## src/rtl/cpu_bus_pkg.sv

```systemverilog
// cpu_bus_pkg: shared state, master id and width definitions for the memory bus arbiter
package cpu_bus_pkg;
  localparam int ADDR_W_DEF = 8;
  localparam int DATA_W_DEF = 8;
  localparam logic [1:0] ST_IDLE = 2'd0;
  localparam logic [1:0] ST_OWN0 = 2'd1;
  localparam logic [1:0] ST_OWN1 = 2'd2;
  localparam logic M_CPU = 1'b0;
  localparam logic M_AUX = 1'b1;
  typedef enum logic [1:0] {IDLE = ST_IDLE, OWN0 = ST_OWN0, OWN1 = ST_OWN1} state_e;
  function automatic state_e own_of(input logic m);
    return m ? OWN1 : OWN0;
  endfunction
endpackage

```

## src/rtl/mem_bus_arbiter_burst_counter.sv

```systemverilog
// burst_counter: per-tenure transfer counter that wraps at MAX_BURST-1
module burst_counter #(
  parameter int MAX_BURST = 4,
  localparam int W = $clog2(MAX_BURST + 1)
) (
  input  logic clk,
  input  logic rst,
  input  logic clr,
  input  logic inc,
  output logic tc
);
  logic [W-1:0] cnt_q, cnt_d;
  assign tc = cnt_q == W'(MAX_BURST - 1);
  always_comb cnt_d = clr ? '0 : inc ? (tc ? '0 : cnt_q + 1'b1) : cnt_q;
  always_ff @(posedge clk or posedge rst)
    if (rst) cnt_q <= '0;
    else cnt_q <= cnt_d;
endmodule

```

## src/rtl/mem_bus_arbiter.sv

```systemverilog
// mem_bus_arbiter: round-robin, burst-capped sharing of one synchronous memory port between two masters
module mem_bus_arbiter import cpu_bus_pkg::*; #(
  parameter int ADDR_W = ADDR_W_DEF,
  parameter int DATA_W = DATA_W_DEF,
  parameter int MAX_BURST = 4
) (
  input  logic              clk,
  input  logic              reset,
  input  logic              m0_req,
  input  logic              m1_req,
  input  logic [ADDR_W-1:0] m0_addr,
  input  logic [ADDR_W-1:0] m1_addr,
  input  logic              m0_write,
  input  logic              m1_write,
  input  logic [DATA_W-1:0] m0_wdata,
  input  logic [DATA_W-1:0] m1_wdata,
  output logic              m0_gnt,
  output logic              m1_gnt,
  output logic [DATA_W-1:0] m0_rdata,
  output logic [DATA_W-1:0] m1_rdata,
  output logic              m0_rvalid,
  output logic              m1_rvalid,
  output logic [ADDR_W-1:0] address,
  output logic              write,
  output logic [DATA_W-1:0] to_memory,
  input  logic [DATA_W-1:0] from_memory
);
  state_e state_q, state_d;
  logic last_q, last_d, rd_pend_q, rd_pend_d, rd_owner_q, rd_owner_d;
  logic [DATA_W-1:0] m0_rdata_q, m0_rdata_d, m1_rdata_q, m1_rdata_d;
  logic own0, own1, own_req, oth_req, own_write, xfer, tc, clr;
  assign own0 = state_q == OWN0;
  assign own1 = state_q == OWN1;
  assign own_req = own0 ? m0_req : own1 ? m1_req : 1'b0;
  assign oth_req = own0 ? m1_req : m0_req;
  assign own_write = own0 ? m0_write : m1_write;
  assign xfer = own_req;
  burst_counter #(.MAX_BURST(MAX_BURST)) u_cnt (
    .clk(clk), .rst(reset), .clr(clr), .inc(xfer), .tc(tc)
  );
  always_comb begin
    state_d = state_q;
    if (state_q == IDLE)
      state_d = (m0_req && m1_req) ? own_of(!last_q) : m0_req ? OWN0 : m1_req ? OWN1 : IDLE;
    else if (!own_req)
      state_d = oth_req ? own_of(!own1) : IDLE;
    else if (tc && oth_req)
      state_d = own_of(!own1);
    clr = state_d != state_q;
    last_d = state_d == OWN0 ? M_CPU : state_d == OWN1 ? M_AUX : last_q;
    rd_pend_d = xfer && !own_write;
    rd_owner_d = own1;
  end
  assign m0_gnt = own0;
  assign m1_gnt = own1;
  assign address = own0 ? m0_addr : own1 ? m1_addr : '0;
  assign to_memory = own0 ? m0_wdata : own1 ? m1_wdata : '0;
  assign write = own_req && own_write;
  // read data returns to whoever issued the read, even after the grant moved on
  assign m0_rvalid = rd_pend_q && rd_owner_q == M_CPU;
  assign m1_rvalid = rd_pend_q && rd_owner_q == M_AUX;
  assign m0_rdata = m0_rvalid ? from_memory : m0_rdata_q;
  assign m1_rdata = m1_rvalid ? from_memory : m1_rdata_q;
  assign m0_rdata_d = m0_rdata;
  assign m1_rdata_d = m1_rdata;
  always_ff @(posedge clk or posedge reset)
    if (reset) begin
      state_q <= IDLE;
      last_q <= M_AUX;
      rd_pend_q <= 1'b0;
      rd_owner_q <= M_CPU;
      m0_rdata_q <= '0;
      m1_rdata_q <= '0;
    end else begin
      state_q <= state_d;
      last_q <= last_d;
      rd_pend_q <= rd_pend_d;
      rd_owner_q <= rd_owner_d;
      m0_rdata_q <= m0_rdata_d;
      m1_rdata_q <= m1_rdata_d;
    end
endmodule

```

## config.mk

```make
export PLATFORM = sky130hd
export DESIGN_NAME = mem_bus_arbiter
export DESIGN_NICKNAME = d
export VERILOG_FILES = /design/src/rtl/cpu_bus_pkg.sv /design/src/rtl/mem_bus_arbiter_burst_counter.sv /design/src/rtl/mem_bus_arbiter.sv
export SDC_FILE = /design/constraint.sdc
export NUM_CORES = 1
export LEC_CHECK = 0
export CORE_UTILIZATION = 39
export CTS_BUF_LIST = sky130_fd_sc_hd__clkbuf_16
export DETAILED_ROUTE_END_ITERATION = 6
export PLACE_DENSITY = 0.9
export SYNTH_ARGS = -nofsm -noshare
export SYNTH_HDL_FRONTEND = slang
export SYNTH_HIERARCHICAL = 1
export SYNTH_SLANG_ARGS = --single-unit
export TNS_END_PERCENT = 20
```

## constraint.sdc

```tcl
create_clock -name clk -period 2.7 [get_ports clk]
set_input_delay 0.54 -clock clk [delete_from_list [all_inputs] [get_ports clk]]
set_output_delay 0.54 -clock clk [all_outputs]
set_load 0.005 [all_outputs]
```

==> report_table.html <==
<table>
<tr><th>Metric</th><th>Value</th></tr>
<tr><th colspan="2">Outcome</th></tr>
<tr><td>Result of the run</td><td>completed</td></tr>
<tr><th colspan="2">STA</th></tr>
<tr><td>Max Freq</td><td>0.394 GHz</td></tr>
<tr><td>Final-layout worst hold slack</td><td>486 ps</td></tr>
<tr><td>Sum Neg Setup Slack</td><td>0 ps</td></tr>
<tr><td>Worst clock skew</td><td>1.76 ps</td></tr>
<tr><td>Min Clock Period, post-route</td><td>2540 ps</td></tr>
<tr><td>Hold Vio Cnt, Final</td><td>0</td></tr>
<tr><td>Final setup violation count</td><td>0</td></tr>
<tr><td>Worst max-slew margin expressed relative to the limit</td><td>0.477</td></tr>
<tr><td>Period Utilization, post-route</td><td>0.940</td></tr>
<tr><td>Number of pins with negative max-slew slack in the final report</td><td>0</td></tr>
<tr><td>Transition time at the pin with the least slew margin</td><td>783 ps</td></tr>
<tr><td>Setup repair after global routing missed its margin</td><td>false</td></tr>
<tr><th colspan="2">Die</th></tr>
<tr><td>DIE WIDTH</td><td>60.3 um</td></tr>
<tr><td>Total die area</td><td>0.00364 mm^2</td></tr>
<tr><td>FP Rows</td><td>20</td></tr>
<tr><td># IOs</td><td>83</td></tr>
<tr><td>Vertical die dimension</td><td>60.3 um</td></tr>
<tr><td>Effective utilization at floorplan</td><td>0.421</td></tr>
<tr><td>Area inside the core boundary</td><td>0.00315 mm^2</td></tr>
<tr><th colspan="2">Logic synthesis</th></tr>
<tr><td>Part of the Yosys area used for sequential elements</td><td>0.453</td></tr>
<tr><td>Synthesized instance count</td><td>118</td></tr>
<tr><td>Post-synthesis instance area</td><td>0.00133 mm^2</td></tr>
<tr><td>Total of flip-flops plus latches after synthesis</td><td>24</td></tr>
<tr><td>Syn nets</td><td>165</td></tr>
<tr><td>Post-synthesis area per instance</td><td>11.3 um^2</td></tr>
<tr><td>Most used flip-flop cell after synthesis</td><td>sky130_fd_sc_hd__dfrtp_1</td></tr>
<tr><td>Synth area leader</td><td>sky130_fd_sc_hd__dfrtp_1</td></tr>
<tr><td>Number of unique standard cell types used by synthesis</td><td>31</td></tr>
<tr><td>Count of flip-flops with a built-in enable after synthesis</td><td>0</td></tr>
<tr><td>Fraction of synthesis flops using an asynchronous set or reset pin</td><td>1.00</td></tr>
<tr><td>Number of warning messages in the yosys log</td><td>6</td></tr>
<tr><td>Top-area cell type share of the netlist area</td><td>0.434</td></tr>
<tr><td>Area contributors post-synth</td><td>sky130_fd_sc_hd__dfrtp_1 43%, sky130_fd_sc_hd__mux2_1 14%, sky130_fd_sc_hd__a22o_1 11%</td></tr>
<tr><th colspan="2">Clocking</th></tr>
<tr><td>Cell at the root of the clock tree</td><td>sky130_fd_sc_hd__clkbuf_16</td></tr>
<tr><td>Worst-skew pair later-pin latency</td><td>250 ps</td></tr>
<tr><td>Hold_buf cts</td><td>0</td></tr>
<tr><td>Clock transition at path regs</td><td>60 ps</td></tr>
<tr><td>H-Tree Level Count</td><td>1</td></tr>
<tr><td>Number of buffers between clock root and the deepest sink</td><td>2</td></tr>
<tr><td>Clock tree from TritonCTS</td><td>built</td></tr>
<tr><td>Count of instances resized after the clock tree is built</td><td>0</td></tr>
<tr><td>Count of buffers added by post-CTS timing repair for setup</td><td>0</td></tr>
<tr><td>Total CTS buffers</td><td>3</td></tr>
<tr><td>Sink Count</td><td>24</td></tr>
<tr><th colspan="2">Critical path</th></tr>
<tr><td>Endpoint of the worst register-to-register path</td><td>u_cnt/cnt_q[2]</td></tr>
<tr><td>Critical path start-end classification</td><td>reg -&gt; out</td></tr>
<tr><td>Worst setup path start</td><td>state_q[1]</td></tr>
<tr><td>Data required time of the critical path</td><td>2160 ps</td></tr>
<tr><td>Crit end category</td><td>primary output</td></tr>
<tr><td>Worst path cell trace</td><td>nor2b_4, a22o_1, clkdlybuf4s50_1</td></tr>
<tr><td>Depth of the worst register-to-register path</td><td>7</td></tr>
<tr><td>Setup slack of the worst register-to-register path</td><td>1070 ps</td></tr>
<tr><td>Data arrival time at the worst-slack endpoint</td><td>2000 ps</td></tr>
<tr><td>Slowest cell delay on critical path</td><td>520 ps</td></tr>
<tr><td>Critical path buffers and inverters</td><td>1</td></tr>
<tr><td>End point of the critical path</td><td>to_memory[3]</td></tr>
<tr><td>Kind of start point of the critical path</td><td>register</td></tr>
<tr><td>Kind of cell with the highest combined delay on the critical path</td><td>flip-flops</td></tr>
<tr><td>Stages on the worst setup path</td><td>3</td></tr>
<tr><td>Crit Reg-Reg Startpoint</td><td>u_cnt/cnt_q[0]</td></tr>
<tr><td>Peak fanout along the critical path</td><td>18</td></tr>
<tr><td>Cell with the biggest individual delay on the critical path</td><td>sky130_fd_sc_hd__dfrtp_1</td></tr>
<tr><th colspan="2">Detailed routing</th></tr>
<tr><td>Number of remaining DRC errors</td><td>0</td></tr>
<tr><td>Antenna Violating Nets Remaining</td><td>0</td></tr>
<tr><td>DR vias/cell</td><td>5.06</td></tr>
<tr><td>Iter 0 DRT Violations</td><td>44</td></tr>
<tr><td>Total number of vias</td><td>1225</td></tr>
<tr><td>TritonRoute pass-1 iters</td><td>4</td></tr>
<tr><td>Routed length per placed instance</td><td>16.2 um</td></tr>
<tr><td>Final routed wirelength across all metal layers</td><td>3.91 mm</td></tr>
<tr><th colspan="2">Cells and area</th></tr>
<tr><td>Fillers</td><td>229</td></tr>
<tr><td>Number of nets in the layout</td><td>246</td></tr>
<tr><td>Layout Area Growth over Synthesis</td><td>68.0%</td></tr>
<tr><td>Antenna cells</td><td>0</td></tr>
<tr><td>Fraction of layout instances using a drive strength above 1</td><td>0.0606</td></tr>
<tr><td>Final core area utilization</td><td>0.707</td></tr>
<tr><th colspan="2">Pwr</th></tr>
<tr><td>Cell leakage power</td><td>0.930 nW</td></tr>
<tr><td>Tot Pwr</td><td>0.00174 W</td></tr>
<tr><td>IR Drop Worst-Case VDD</td><td>0.328 mV</td></tr>
<tr><td>Ratio of total power to cell area</td><td>779 mW/mm^2</td></tr>
<tr><th colspan="2">Global routing</th></tr>
<tr><td>Number of global-route vias before repair</td><td>1186</td></tr>
<tr><td>Pin count of the biggest net entering global routing</td><td>22</td></tr>
<tr><td>First-pass GRT wire length</td><td>5.61 mm</td></tr>
<tr><td>Total global routing overflow</td><td>0</td></tr>
<tr><td>Aggregate global-route resource usage</td><td>0.209</td></tr>
<tr><td>Initial antenna violation count</td><td>0</td></tr>
<tr><th colspan="2">Placement</th></tr>
<tr><td>Number of input and output port buffers inserted</td><td>82</td></tr>
<tr><td>Sum of net half-perimeters after detailed placement</td><td>3.05 mm</td></tr>
<tr><td>GP Congestion</td><td>0.833</td></tr>
<tr><th colspan="2">Worst hold path</th></tr>
<tr><td>Startpoint of the worst hold path</td><td>m1_rdata_q[2]</td></tr>
<tr><td>Type of the tightest min-delay check</td><td>reg -&gt; reg</td></tr>
<tr><th colspan="2">Job</th></tr>
<tr><td>Maximum capacitance violations</td><td>0</td></tr>
</table>
==> routing by layer <==
layer  track usage  share of wire
met3        0.0341          0.047
met1         0.233           0.38
met5             0              0
met4        0.0565          0.014
met2         0.405           0.56
==> where the power goes <==
| part | internal [W] | total, W | switching [W] |
|---|---|---|---|
| clock network | 0.000197 | 0.000308 | 0.000111 |
| registers | 0.000504 | 0.000569 | 0.0000647 |
| logic | 0.000538 | 0.000859 | 0.000321 |
| total | 0.00124 | 0.00174 | 0.000496 |
==> worst register-to-register path, cell delays in order (launching register included) <==
cell and delay [ps]:
sky130_fd_sc_hd__dfrtp_1 390, sky130_fd_sc_hd__ha_1 240, sky130_fd_sc_hd__nand2b_2 100, sky130_fd_sc_hd__inv_1 90, sky130_fd_sc_hd__and2_1 190, sky130_fd_sc_hd__o21ai_1 150, sky130_fd_sc_hd__a21oi_1 130, sky130_fd_sc_hd__a211oi_1 230
==> flip-flops by register name, indices dropped and copies added (netlist names) <==
name         cells
last_q           1
m0_rdata_q       8
m1_rdata_q       8
rd_owner_q       1
rd_pend_q        1
state_q          2
u_cnt/cnt_q      3
==> logic make-up (layout without fill, tap and decap cells) <==
logic type / after synthesis / in the layout / synth area share
AND/OR/NAND/NOR: 27 / 27 / 0.133
AO/OA/AOI/OAI: 33 / 33 / 0.188
flip-flops: 24 / 24 / 0.453
multiplexers: 17 / 17 / 0.143
buffers and inverters: 16 / 96 / 0.0735
adder cells (fa/ha/maj): 1 / 1 / 0.00942
==> cell usage after synthesis (all sizes together), types with 2 or more instances <==
cell type and count:
a22o 16, nand3 5, nor2b 3, buf 8, mux2 16, inv 8
o21ai 7, nand2 5, a221oi 2, dfrtp 23, and3 2, a21oi 4
nand2b 7, a211oi 2
==> layout by cell type (no fill, tap or decap), types with 2 or more instances in the layout <==
cell,n
sky130_fd_sc_hd__a211oi_1,2
sky130_fd_sc_hd__a21oi_1,4
sky130_fd_sc_hd__a22o_1,16
sky130_fd_sc_hd__and3_1,2
sky130_fd_sc_hd__buf_4,2
sky130_fd_sc_hd__clkbuf_16,3
sky130_fd_sc_hd__clkdlybuf4s50_1,82
sky130_fd_sc_hd__dfrtp_1,23
sky130_fd_sc_hd__inv_1,7
sky130_fd_sc_hd__mux2_1,16
sky130_fd_sc_hd__nand2_1,5
sky130_fd_sc_hd__nand2b_1,5
sky130_fd_sc_hd__nand2b_2,2
sky130_fd_sc_hd__nand3_1,5
sky130_fd_sc_hd__nor2b_1,2
sky130_fd_sc_hd__o21ai_0,2
sky130_fd_sc_hd__o21ai_1,5
==> worst min path at each step <==
stage	to	slack, ps	cells after the start
finish	m1_rdata_q[2]	490	1
global route	m0_rdata_q[1]	510	1
CTS	u_cnt/cnt_q[1]	490	2
detailed placement	m1_rdata_q[2]	480	1
global placement	m1_rdata_q[4]	470	1
floorplan	u_cnt/cnt_q[0]	290	1
==> metrics by stage <==
stage	setup slack, ps	instances	cell area [um^2]
4_1_cts	184	242	2230
3_3_place_gp	269	238	2150
5_1_grt	89.3	242	2230
6_report	162	242	2230
3_5_place_dp	240	238	2150
2_1_floorplan	1080	118	1330
==> final cells by class <==
type                    instances  area (um^2)  area share
clock buffers                   3         75.1      0.0337
flip-flops and latches         24          602       0.270
repair buffers                 84          836       0.375
inverters                       8         30.0      0.0135
multi-input cells              78          628       0.282
clock inverters                 1         3.75     0.00168
well taps                      44         55.1      0.0247
(Power assumes the default switching activity.)
